`src/rtl/full_adder_if.sv`:
```
// Operand/result bundle for full_adder: operands with their valid qualifier in one
// direction, registered result and status flags with their valid in the other.
interface full_adder_if #(
    parameter int WIDTH = 1
);
    logic             in_valid;
    logic [WIDTH-1:0] a;
    logic [WIDTH-1:0] b;
    logic             cin;
    logic [WIDTH-1:0] sum;
    logic             cout;
    logic             ovf;
    logic             zero;
    logic             out_valid;

    modport master (
        output in_valid, a, b, cin,
        input  sum, cout, ovf, zero, out_valid
    );

    modport slave (
        input  in_valid, a, b, cin,
        output sum, cout, ovf, zero, out_valid
    );
endinterface

```
`src/rtl/full_adder.sv`:
```
// Registered WIDTH-bit ripple-carry adder with carry/overflow/zero flags and valid tracking.
// Optional input register stage when FULL_ADDER_IN_REG_EN is defined (latency 2 instead of 1).
module full_adder #(
    parameter int WIDTH = 1
) (
    input  logic         clk,
    input  logic         rst_n,
    full_adder_if.slave  bus
);

    // Operands as seen by the carry chain: straight from the ports or from the input stage.
    logic             stage_valid;
    logic [WIDTH-1:0] stage_a;
    logic [WIDTH-1:0] stage_b;
    logic             stage_cin;

`ifdef FULL_ADDER_IN_REG_EN
    // NOTE: sequential state uses non-blocking assignments and an async active-low reset,
    // so every register clears the instant rst_n falls, discarding in-flight work.
    always_ff @(posedge clk or negedge rst_n) begin
        if (!rst_n) begin
            stage_valid <= 1'b0;
            stage_a     <= '0;
            stage_b     <= '0;
            stage_cin   <= 1'b0;
        end else begin
            stage_valid <= bus.in_valid;
            if (bus.in_valid) begin
                stage_a   <= bus.a;
                stage_b   <= bus.b;
                stage_cin <= bus.cin;
            end
        end
    end
`else
    assign stage_valid = bus.in_valid;
    assign stage_a     = bus.a;
    assign stage_b     = bus.b;
    assign stage_cin   = bus.cin;
`endif

    // Ripple chain: carry[i] enters cell i, carry[WIDTH] leaves the MSB.
    logic [WIDTH:0]   carry;
    logic [WIDTH-1:0] s;

    assign carry[0] = stage_cin;

    for (genvar i = 0; i < WIDTH; i++) begin : g_cell
        assign s[i]       = stage_a[i] ^ stage_b[i] ^ carry[i];
        assign carry[i+1] = (stage_a[i] & stage_b[i])
                          | (stage_a[i] & carry[i])
                          | (stage_b[i] & carry[i]);
    end

    logic [WIDTH-1:0] sum_q;
    logic             cout_q;
    logic             ovf_q;
    logic             zero_q;
    logic             out_valid_q;

    always_ff @(posedge clk or negedge rst_n) begin
        if (!rst_n) begin
            sum_q       <= '0;
            cout_q      <= 1'b0;
            ovf_q       <= 1'b0;
            zero_q      <= 1'b0;
            out_valid_q <= 1'b0;
        end else begin
            out_valid_q <= stage_valid;
            // NOTE: results load only on a valid operand, so idle (possibly X) inputs never
            // reach the outputs; zero is taken from the value being loaded, not the old sum.
            if (stage_valid) begin
                sum_q  <= s;
                cout_q <= carry[WIDTH];
                ovf_q  <= carry[WIDTH] ^ carry[WIDTH-1];
                zero_q <= (s == '0);
            end
        end
    end

    assign bus.sum       = sum_q;
    assign bus.cout      = cout_q;
    assign bus.ovf       = ovf_q;
    assign bus.zero      = zero_q;
    assign bus.out_valid = out_valid_q;

endmodule

```
`src/flat_wrapper.sv`:
```
// flat-port wrapper written by rule: the top's interface ports become plain ports
module full_adder_flat 
#(
    parameter int WIDTH = 1
)
  (clk, rst_n, bus_in_valid, bus_a, bus_b, bus_cin, bus_sum, bus_cout, bus_ovf, bus_zero, bus_out_valid);
  full_adder_if #(.WIDTH(WIDTH)) bus_i ();
  input  logic clk;
  input  logic rst_n;
  input wire logic [$bits(bus_i.in_valid)-1:0] bus_in_valid;
  input wire logic [$bits(bus_i.a)-1:0] bus_a;
  input wire logic [$bits(bus_i.b)-1:0] bus_b;
  input wire logic [$bits(bus_i.cin)-1:0] bus_cin;
  output wire logic [$bits(bus_i.sum)-1:0] bus_sum;
  output wire logic [$bits(bus_i.cout)-1:0] bus_cout;
  output wire logic [$bits(bus_i.ovf)-1:0] bus_ovf;
  output wire logic [$bits(bus_i.zero)-1:0] bus_zero;
  output wire logic [$bits(bus_i.out_valid)-1:0] bus_out_valid;
  assign bus_i.in_valid = bus_in_valid;
  assign bus_i.a = bus_a;
  assign bus_i.b = bus_b;
  assign bus_i.cin = bus_cin;
  assign bus_sum = bus_i.sum;
  assign bus_cout = bus_i.cout;
  assign bus_ovf = bus_i.ovf;
  assign bus_zero = bus_i.zero;
  assign bus_out_valid = bus_i.out_valid;
  full_adder #(.WIDTH(WIDTH)) u_core (.clk(clk), .rst_n(rst_n), .bus(bus_i));
endmodule
```
`config.mk`:
```
export PLATFORM = sky130hd
export DESIGN_NAME = full_adder_flat
export DESIGN_NICKNAME = d
export VERILOG_FILES = /design/src/rtl/full_adder_if.sv /design/src/rtl/full_adder.sv /design/src/flat_wrapper.sv
export SDC_FILE = /design/constraint.sdc
export NUM_CORES = 1
export LEC_CHECK = 0
export BUFFER_PORTS_ARGS = -buffer_cell sky130_fd_sc_hd__buf_2
export CAP_MARGIN = 0
export CORE_AREA = 2 2 39 41
export DETAILED_ROUTE_END_ITERATION = 12
export DIE_AREA = 0 0 41 43
export GPL_ROUTABILITY_DRIVEN = 1
export HOLD_SLACK_MARGIN = 0.03
export SYNTH_ARGS = -nofsm -noshare
export SYNTH_HDL_FRONTEND = slang
export SYNTH_SLANG_ARGS = --single-unit
```
`constraint.sdc`:
```
create_clock -name clk -period 1.65 [get_ports clk]
set_input_delay 0.495 -clock clk [delete_from_list [all_inputs] [get_ports clk]]
set_output_delay 0.495 -clock clk [all_outputs]
set_load 0.01 [all_outputs]
```
==> results of run 1 <==
[area by class of cell]
| type | instances | area share, % |
|---|---|---|
| sequential | 5 | 40.3 |
| multi-input combinational | 7 | 23.8 |
| timing repair buffer | 10 | 16.1 |
| clock buffer | 4 | 8.47 |
| tap | 16 | 6.45 |
| inverter | 4 | 4.84 |
[registers in the layout, summed over array words and instances, names as in the netlist]
name,count
u_core.bus.ovf,1
u_core.bus.zero,1
u_core.bus.cout,1
u_core.bus.sum,1
u_core.bus.out_valid,1
[placed cells by master (no fill, tap or decap)]
master,n
mux2_4,1
a21oi_1,1
dfrtp_1,5
xnor2_1,1
fa_1,1
buf_2,10
inv_1,4
nor2_1,1
mux2_1,1
mux2i_1,1
clkbuf_1,1
clkbuf_4,3
[worst max-delay path by stage]
stage	to	depth (start not counted)	from	slack, ns
6_report	u_core.bus.ovf	5	bus_cin	0.28
5_1_grt	u_core.bus.ovf	5	bus_cin	0.24
4_1_cts	u_core.bus.ovf	5	bus_cin	0.29
3_5_place_dp	u_core.bus.ovf	5	bus_cin	0.03
3_3_place_gp	u_core.bus.ovf	5	bus_cin	0.06
2_1_floorplan	u_core.bus.ovf	4	bus_cin	0.18
[cell families after synthesis]
kind of cell / synth area share (%)
XOR/XNOR: 4.09
adder cells (fa/ha/maj): 9.36
multiplexers: 17.0
buffers and inverters: 7.02
flip-flops: 58.5
AND/OR/NAND/NOR: 1.75
AO/OA/AOI/OAI: 2.34
[stage by stage]
stage                     power, mW  cells  hold slack (ns)  setup WS, ns
after floorplan               0.186     16            0.199         0.180
after CTS                     0.369     46           0.0549         0.286
final                         0.357     46           0.0653         0.281
after detailed placement      0.221     42            0.316        0.0290
after global routing          0.389     46           0.0558         0.240
after global placement        0.219     42            0.314        0.0566
[power by group]
group | total [mW] | switching [mW] | internal (mW) | leakage, nW
Clock | 0.139 | 0.0478 | 0.0913 | 0.0150
Combinational | 0.0674 | 0.0331 | 0.0343 | 0.0913
Sequential | 0.150 | 0.00907 | 0.141 | 0.0578
[worst max-delay path, stage by stage]
cell	delay [ns]
buf_2	0.09
inv_1	0.05
fa_1	0.45
xnor2_1	0.14
mux2_4	0.25
[routing by layer]
metal / global-route usage [%] / vias up / routed length [µm]
li1: - / 75 / -
met1: 7.52 / 69 / 181
met2: 7.50 / 11 / 166
met4: 6.00 / 0 / 0
met5: 0 / - / 0
met3: 3.14 / 0 / 71
==> metrics.cfg, run 1 <==
[route]
wl_per_cell_um = 9.13
num_vias = 155
postRouteWirelength_um = 420
vias_per_cell = 3.37
drt_iter0_drc = 0
firstDrtPassIters = 1
ant_nets = 0
post-route-drc-count = 0

[run_status]
status = finished, final reports clean

[floorplan]
die_area_um2 = 1760
io_pins = 11
start_util_pct = 15.5
die_y_um = 43
die_width_um = 41
rows = 14
core-area_um2 = 1380

[timing]
worstMarginPinSlew_ns = 0.114
final_hold_viol_count = 0
finalSetupViolations = 0
tns_ns = 0
slew_headroom_pct = 92.2
grt_setup_unrepaired = no
timing.final.crit_share_pct = 83.0
fin_skew_ns = 0
max_freq_mhz = 731
final.min_clock_period_ns = 1.37
drv_slew = 0

[place]
placed_area_um2 = 284
port_buffers = 10
gp_congestion = 0.633

[worst_setup_path]
r2r_cells = 1
cp_max_fo = 2
reg2reg_slack_ns = 0.89
start_kind = input pin
worstPathRequired_ns = 1.77
endpoint_kind = register
reg2reg_to = u_core.bus.zero
crit_type = in -> reg
cp_data_arrival_time_ns = 1.49
r2r_start = u_core.bus.zero

[yosys]
yosysUniqueCellTypes = 9
syn_inst = 16
ys_seq_elements = 5
ys_seq_area_share_pct = 58.5
synthTopCellsByCount = dfrtp_1 (5), inv_1 (4)
syn_area_per_cell_um2 = 13.4
ys.flop_type = dfrtp_1
synthesis.nets = 23
yosys_warnings = 0
syn-cell-area_um2 = 214
synthTopCellsByArea = dfrtp_1 (58%), fa_1 (9.4%), inv_1 (7.0%)
synth-edff-count = 0
synth.most_common_cell = dfrtp_1
async_flop_share_pct = 100
synth_top_area_cell = dfrtp_1
synth_top_area_share_pct = 58.5

[clocking]
cts_setup_buffers = 0
cts_tree = yes
cts-root-buf = clkbuf_4
hold_buffers = 0
htree_levels = 1
clkLatencyLatePin_ns = 0.24
cts_buffer_depth = 2
clk_pin_slew_worst_paths_ns = 0.04
post_cts_resized = 0
cts_buffers = 3
cts_sinks = 5

[global_route]
gr-total-overflow = 0
grt_pass1_wl_um = 662
antenna_found_initial = 0
grt_usage_pct = 6.26
grt_pass1_vias = 167
grt_max_degree = 7

[layout]
seq_area_um2 = 125
utilization_pct = 22.4
layout-drive-gt1-share_pct = 46.7
nets = 38
multi_input_area_um2 = 73.8
diodes = 0
fill_cells = 165
area_growth_pct = 45.0
final_area_um2 = 310

[power]
pwr_density_cell_nw_per_um2 = 1150
ir_drop_mv = 0.218
p_leak_nw = 0.164

[run]
cap_violations = 0

[worst_hold_path]
hold_path.class = in -> async

(Power assumes the default switching activity.)
==> run 2, diff against run 1 <==
- ABC_AREA: unset -> 1
- clock period: 1.65 -> 1.23 ns (I/O delays scaled with it)
==> metrics.cfg, run 2 <==
[run_status]
status = finished, final reports clean  ; unchanged

[clocking]
cts-root-buf = clkbuf_4  ; unchanged
cts_setup_buffers = 0  ; unchanged
cts_buffers = 3  ; unchanged
cts_tree = yes  ; unchanged
cts_sinks = 5  ; unchanged
clkLatencyLatePin_ns = 0.24  ; about the same
post_cts_resized = 0  ; unchanged
htree_levels = 1  ; unchanged
clk_pin_slew_worst_paths_ns = 0.04  ; about the same
cts_buffer_depth = 2  ; unchanged

[layout]
layout_common_cells = buf_2 (10), nand2_1 (8), inv_1 (5), dfrtp_1 (5), clkbuf_4 (3)  ; was buf_2 (10), dfrtp_1 (5), inv_1 (4)
diodes = 0  ; unchanged
layout-drive-gt1-share_pct = 41.0  ; was 46.7%
nets = 47  ; was 38
multi_input_area_um2 = 71.3  ; was 73.8 µm²
final_common_cell = buf_2  ; unchanged
seq_area_um2 = 125  ; unchanged
area_growth_pct = 56.4  ; was 45.0%
fill_cells = 158  ; was 165

[timing]
drv_slew = 0  ; unchanged
whs_ns = 0.303  ; was 0.0653 ns
fin_skew_ns = 0  ; unchanged
max_freq_mhz = 891
final.min_clock_period_ns = 1.12
grt_setup_unrepaired = no  ; unchanged
worstMarginPinSlew_ns = 0.123  ; was 0.114 ns
final_hold_viol_count = 0  ; unchanged
timing.final.crit_share_pct = 91.3
finalSetupViolations = 0  ; unchanged
slew_headroom_pct = 91.8  ; was 92.2%

[yosys]
synth_top_area_share_pct = 58.1  ; was 58.5%
synth-edff-count = 0  ; unchanged
synth.most_common_cell = nand2_1  ; was dfrtp_1
ys.flop_type = dfrtp_1  ; unchanged
yosys_warnings = 0  ; unchanged
synthTopCellsByCount = nand2_1 (8), dfrtp_1 (5), inv_1 (5)  ; was dfrtp_1 (5), inv_1 (4)
yosysUniqueCellTypes = 7  ; was 9
async_flop_share_pct = 100  ; unchanged
synthTopCellsByArea = dfrtp_1 (58%), nand2_1 (14%), fa_1 (9.3%)  ; was dfrtp_1 (58%), fa_1 (9.4%), inv_1 (7.0%)
syn_inst = 22  ; was 16
synth_top_area_cell = dfrtp_1  ; unchanged
syn_area_per_cell_um2 = 9.78  ; was 13.4 µm²
syn-cell-area_um2 = 215  ; was 214 µm²
synthesis.nets = 29  ; was 23
ys_seq_elements = 5  ; unchanged
ys_seq_area_share_pct = 58.1  ; was 58.5%

[worst_setup_path]
worst_path_max_delay_cell = dfrtp_1  ; was fa_1
crit_family = flip-flops  ; was adder cells
reg2reg_slack_ns = 0.58  ; was 0.89 ns
r2r_start = u_core.bus.sum  ; was u_core.bus.zero
crit_buf_inv = 1  ; was 2
r2r_cells = 1  ; unchanged
crit_type = reg -> out  ; was in -> reg
cpPeakStageDelay_ns = 0.38  ; was 0.45 ns
reg2reg_to = u_core.bus.sum  ; was u_core.bus.zero
endpoint_kind = output pin  ; was register
worstPathRequired_ns = 0.86  ; was 1.77 ns
start_kind = register  ; was input pin
cp_data_arrival_time_ns = 0.75  ; was 1.49 ns
path_cells = buf_2  ; was buf_2, inv_1, fa_1, xnor2_1, mux2_4
cp_max_fo = 2  ; unchanged

[route]
vias_per_cell = 3.49  ; was 3.37
ant_nets = 0  ; unchanged
post-route-drc-count = 0  ; unchanged
postRouteWirelength_um = 419  ; was 420 µm
top_layer_used = met3  ; unchanged
wl_per_cell_um = 7.62  ; was 9.13 µm
firstDrtPassIters = 4  ; was 1
met1_length_um = 187  ; was 181 µm
dr_wl_met3_um = 22  ; was 71 µm
num_vias = 192  ; was 155
drt_iter0_drc = 3  ; was 0
wl_met2_um = 209  ; was 166 µm

[floorplan]
start_util_pct = 15.6  ; was 15.5%
rows = 14  ; unchanged
die_area_um2 = 1760  ; unchanged
core-area_um2 = 1380  ; unchanged
die_y_um = 43  ; unchanged
die_width_um = 41  ; unchanged
io_pins = 11  ; unchanged

[worst_hold_path]
whs_endpoint = u_core.bus.out_valid
hold-path-cell-count = 1
worstHoldStart = bus_in_valid
hold_path.class = in -> reg  ; was in -> async

[global_route]
gr-total-overflow = 0  ; unchanged
grt_max_degree = 6  ; was 7
antenna_found_initial = 0  ; unchanged
grt_usage_pct = 5.86  ; was 6.26%
grt_pass1_vias = 177  ; was 167
grt_pass1_wl_um = 614  ; was 662 µm

[power]
power_uw = 460  ; was 357 µW
p_leak_nw = 0.190  ; was 0.164 nW
ir_drop_mv = 0.199  ; was 0.218 mV
pwr_density_cell_nw_per_um2 = 1370  ; was 1150 nW/µm²

[place]
gp_congestion = 0.618  ; was 0.633
port_buffers = 10  ; unchanged

[run]
cap_violations = 0  ; unchanged

==> run 2: logic make-up after synthesis <==
logic type,after synthesis,synth area share [%]
DFF,5,58.1
adders and majority gates,1,9.30
buffers and inverters,5,8.72
AOI/OAI and AO/OA,2,7.56
and+or+nand+nor,9,16.3
==> run 2: area by class of cell <==
type | count | share of cell area (%)
clock buffers | 4 | 7.81
repair buffers | 13 | 22.3
inverters | 5 | 5.58
multi-input cells | 12 | 21.2
flip-flops and latches | 5 | 37.2
well taps | 16 | 5.95
==> run 2: timing repair <==
item	4_1_cts	5_1_grt
hold endpoints to repair	5	0
setup endpoints to repair	0	0
hold buffers	1	0
==> run 2: power by group <==
group / leakage (nW) / total, mW / internal, mW / switching [mW]
Clock: 0.0150 / 0.185 / 0.122 / 0.0626
Sequential: 0.0591 / 0.194 / 0.184 / 0.00962
Combinational: 0.116 / 0.0814 / 0.0399 / 0.0415
==> run 2: stage by stage <==
stage / cells / area (µm²) / utilization [%] / setup TNS [ns] / setup WS [ns]
after floorplan: 22 / 215 / - / 0 / 0.0285
after global placement: 50 / 300 / 21.7 / -0.244 / -0.0858
after detailed placement: 50 / 300 / 21.7 / -0.263 / -0.0923
after CTS: 55 / 337 / 24.3 / 0 / 0.0983
after global routing: 55 / 337 / 24.3 / 0 / 0.0716
final: 55 / 337 / 24.3 / 0 / 0.107
==> run 2: how the worst max path moves through the flow <==
stage,startpoint,end,cells after the start
final,u_core.bus.sum,bus_sum,1
after global routing,u_core.bus.cout,bus_cout,1
after CTS,u_core.bus.sum,bus_sum,1
after detailed placement,bus_cin,u_core.bus.ovf,7
after global placement,bus_cin,u_core.bus.ovf,7
after floorplan,bus_cin,u_core.bus.ovf,6
==> run 2: metal layers <==
metal  global-route usage [%]  vias to the layer above
met5                        0                        -
met2                     6.88                        7
met4                     12.0                        0
met1                     5.90                       86
met3                        0                        0
li1                         -                       99
==> run 3, diff against run 2 <==
- RECOVER_POWER: unset -> 25
==> metrics.cfg, run 3 (synthesis results as in run 2) <==
[floorplan]
start_util_pct = 15.6  ; unchanged
die_y_um = 43  ; unchanged
io_pins = 11  ; unchanged
die_area_um2 = 1760  ; unchanged
die_width_um = 41  ; unchanged
rows = 14  ; unchanged
core-area_um2 = 1380  ; unchanged

[layout]
fin_cells = 55  ; unchanged
final_area_um2 = 334  ; was 337 µm²
area_growth_pct = 55.2  ; was 56.4%
layout_common_cells = nand2_1 (8), buf_2 (8), inv_1 (5), dfrtp_1 (5)  ; was buf_2 (10), nand2_1 (8), inv_1 (5), dfrtp_1 (5), clkbuf_4 (3)
layout-drive-gt1-share_pct = 35.9  ; was 41.0%
diodes = 0  ; unchanged
nets = 47  ; unchanged

[power]
ir_drop_mv = 0.199  ; about the same
power_uw = 459  ; was 460 µW
p_leak_nw = 0.184  ; was 0.190 nW
pwr_density_cell_nw_per_um2 = 1380  ; was 1370 nW/µm²

[clocking]
cts_buffer_depth = 2  ; unchanged
cts_setup_buffers = 0  ; unchanged
hold_buffers = 1  ; unchanged
cts-root-buf = clkbuf_4  ; unchanged
post_cts_resized = 0  ; unchanged
cts_tree = yes  ; unchanged
cts_buffers = 3  ; unchanged
htree_levels = 1  ; unchanged
cts_sinks = 5  ; unchanged
clkLatencyLatePin_ns = 0.24  ; about the same
clk_pin_slew_worst_paths_ns = 0.04  ; about the same

[route]
num_vias = 196  ; was 192
wl_per_cell_um = 7.71  ; was 7.62 µm
firstDrtPassIters = 4  ; unchanged
ant_nets = 0  ; unchanged
postRouteWirelength_um = 424  ; was 419 µm
drt_iter0_drc = 5  ; was 3
post-route-drc-count = 0  ; unchanged
vias_per_cell = 3.56  ; was 3.49

[worst_setup_path]
crit_type = reg -> out  ; unchanged
cp_max_fo = 2  ; unchanged
worstPathRequired_ns = 0.86  ; about the same
r2r_start = u_core.bus.sum  ; unchanged
start_kind = register  ; unchanged
reg2reg_slack_ns = 0.58  ; about the same
path_cells = buf_2  ; unchanged
cpPeakStageDelay_ns = 0.38  ; about the same
worst_path_max_delay_cell = dfrtp_1  ; unchanged
crit_buf_inv = 1  ; unchanged
r2r_cells = 1  ; unchanged
reg2reg_to = u_core.bus.sum  ; unchanged
endpoint_kind = output pin  ; unchanged
crit_family = flip-flops  ; unchanged
cp_data_arrival_time_ns = 0.75  ; about the same

[global_route]
grt_pass1_wl_um = 614  ; unchanged
grt_pass1_vias = 177  ; unchanged
antenna_found_initial = 0  ; unchanged
grt_max_degree = 6  ; unchanged
grt_usage_pct = 5.86  ; unchanged
gr-total-overflow = 0  ; unchanged

[place]
gp_congestion = 0.618  ; unchanged
dp_cells = 50  ; unchanged
port_buffers = 10  ; unchanged
placed_area_um2 = 300  ; unchanged

[timing]
drv_slew = 0  ; unchanged
worstMarginPinSlew_ns = 0.272  ; was 0.123 ns
whs_ns = 0.331  ; was 0.303 ns
final.min_clock_period_ns = 1.12  ; about the same
fin_skew_ns = 0  ; unchanged
max_freq_mhz = 891  ; about the same
final_hold_viol_count = 0  ; unchanged
finalSetupViolations = 0  ; unchanged
slew_headroom_pct = 81.9  ; was 91.8%
grt_setup_unrepaired = no  ; unchanged
timing.final.crit_share_pct = 91.2  ; was 91.3%

[worst_hold_path]
hold-path-cell-count = 1  ; unchanged
whs_endpoint = u_core.bus.out_valid  ; unchanged
hold_path.class = in -> reg  ; unchanged
worstHoldStart = bus_in_valid  ; unchanged

[run_status]
status = finished, final reports clean  ; unchanged

[run]
cap_violations = 0  ; unchanged

-- run 3: changes by cell type in the layout (fill, tap and decap cells not counted) --
cell	change
clkbuf_1	+2
buf_2	-2
-- run 3: how the worst max path moves through the flow --
stage / from / end / slack (ns) / cells after the start
after CTS: u_core.bus.sum / bus_sum / 0.1 / 1
after global placement: bus_cin / u_core.bus.ovf / -0.09 / 7
after floorplan: bus_cin / u_core.bus.ovf / 0.03 / 6
after detailed placement: bus_cin / u_core.bus.ovf / -0.09 / 7
after global routing: u_core.bus.cout / bus_cout / 0.07 / 1
final: u_core.bus.sum / bus_sum / 0.11 / 1
-- run 3: per-layer routing --
metal	share of wire [%]	wire length [µm]	vias to the layer above	GRT usage (%)
li1	-	-	100	-
met1	46	194	89	5.90
met2	49	208	7	6.88
met3	5.2	22	0	0
met4	0	0	0	12.0
met5	0	0	-	0
-- run 3: power by group --
part           switching, mW  total, mW  internal [mW]  leakage (nW)
clock                 0.0624      0.185          0.122        0.0150
sequential           0.00985      0.194          0.184        0.0591
combinational         0.0416     0.0805         0.0389         0.110
total                  0.114      0.459          0.346         0.184
-- run 3: final cells by class --
cell class | instances | area (µm²)
tap | 16 | 20.0
fill | 159 | 1050
timing repair buffer | 13 | 72.6
sequential | 5 | 125
multi-input combinational | 12 | 71.3
inverter | 5 | 18.8
clock buffer | 4 | 26.3
-- run 3: stage by stage --
stage                     setup TNS (ns)  util (%)  setup slack [ns]
after CTS                              0      24.3            0.0983
after global routing                   0      24.1            0.0716
after global placement            -0.244      21.7           -0.0858
final                                  0      24.1             0.108
after detailed placement          -0.263      21.7           -0.0923
after floorplan                        0         -            0.0285
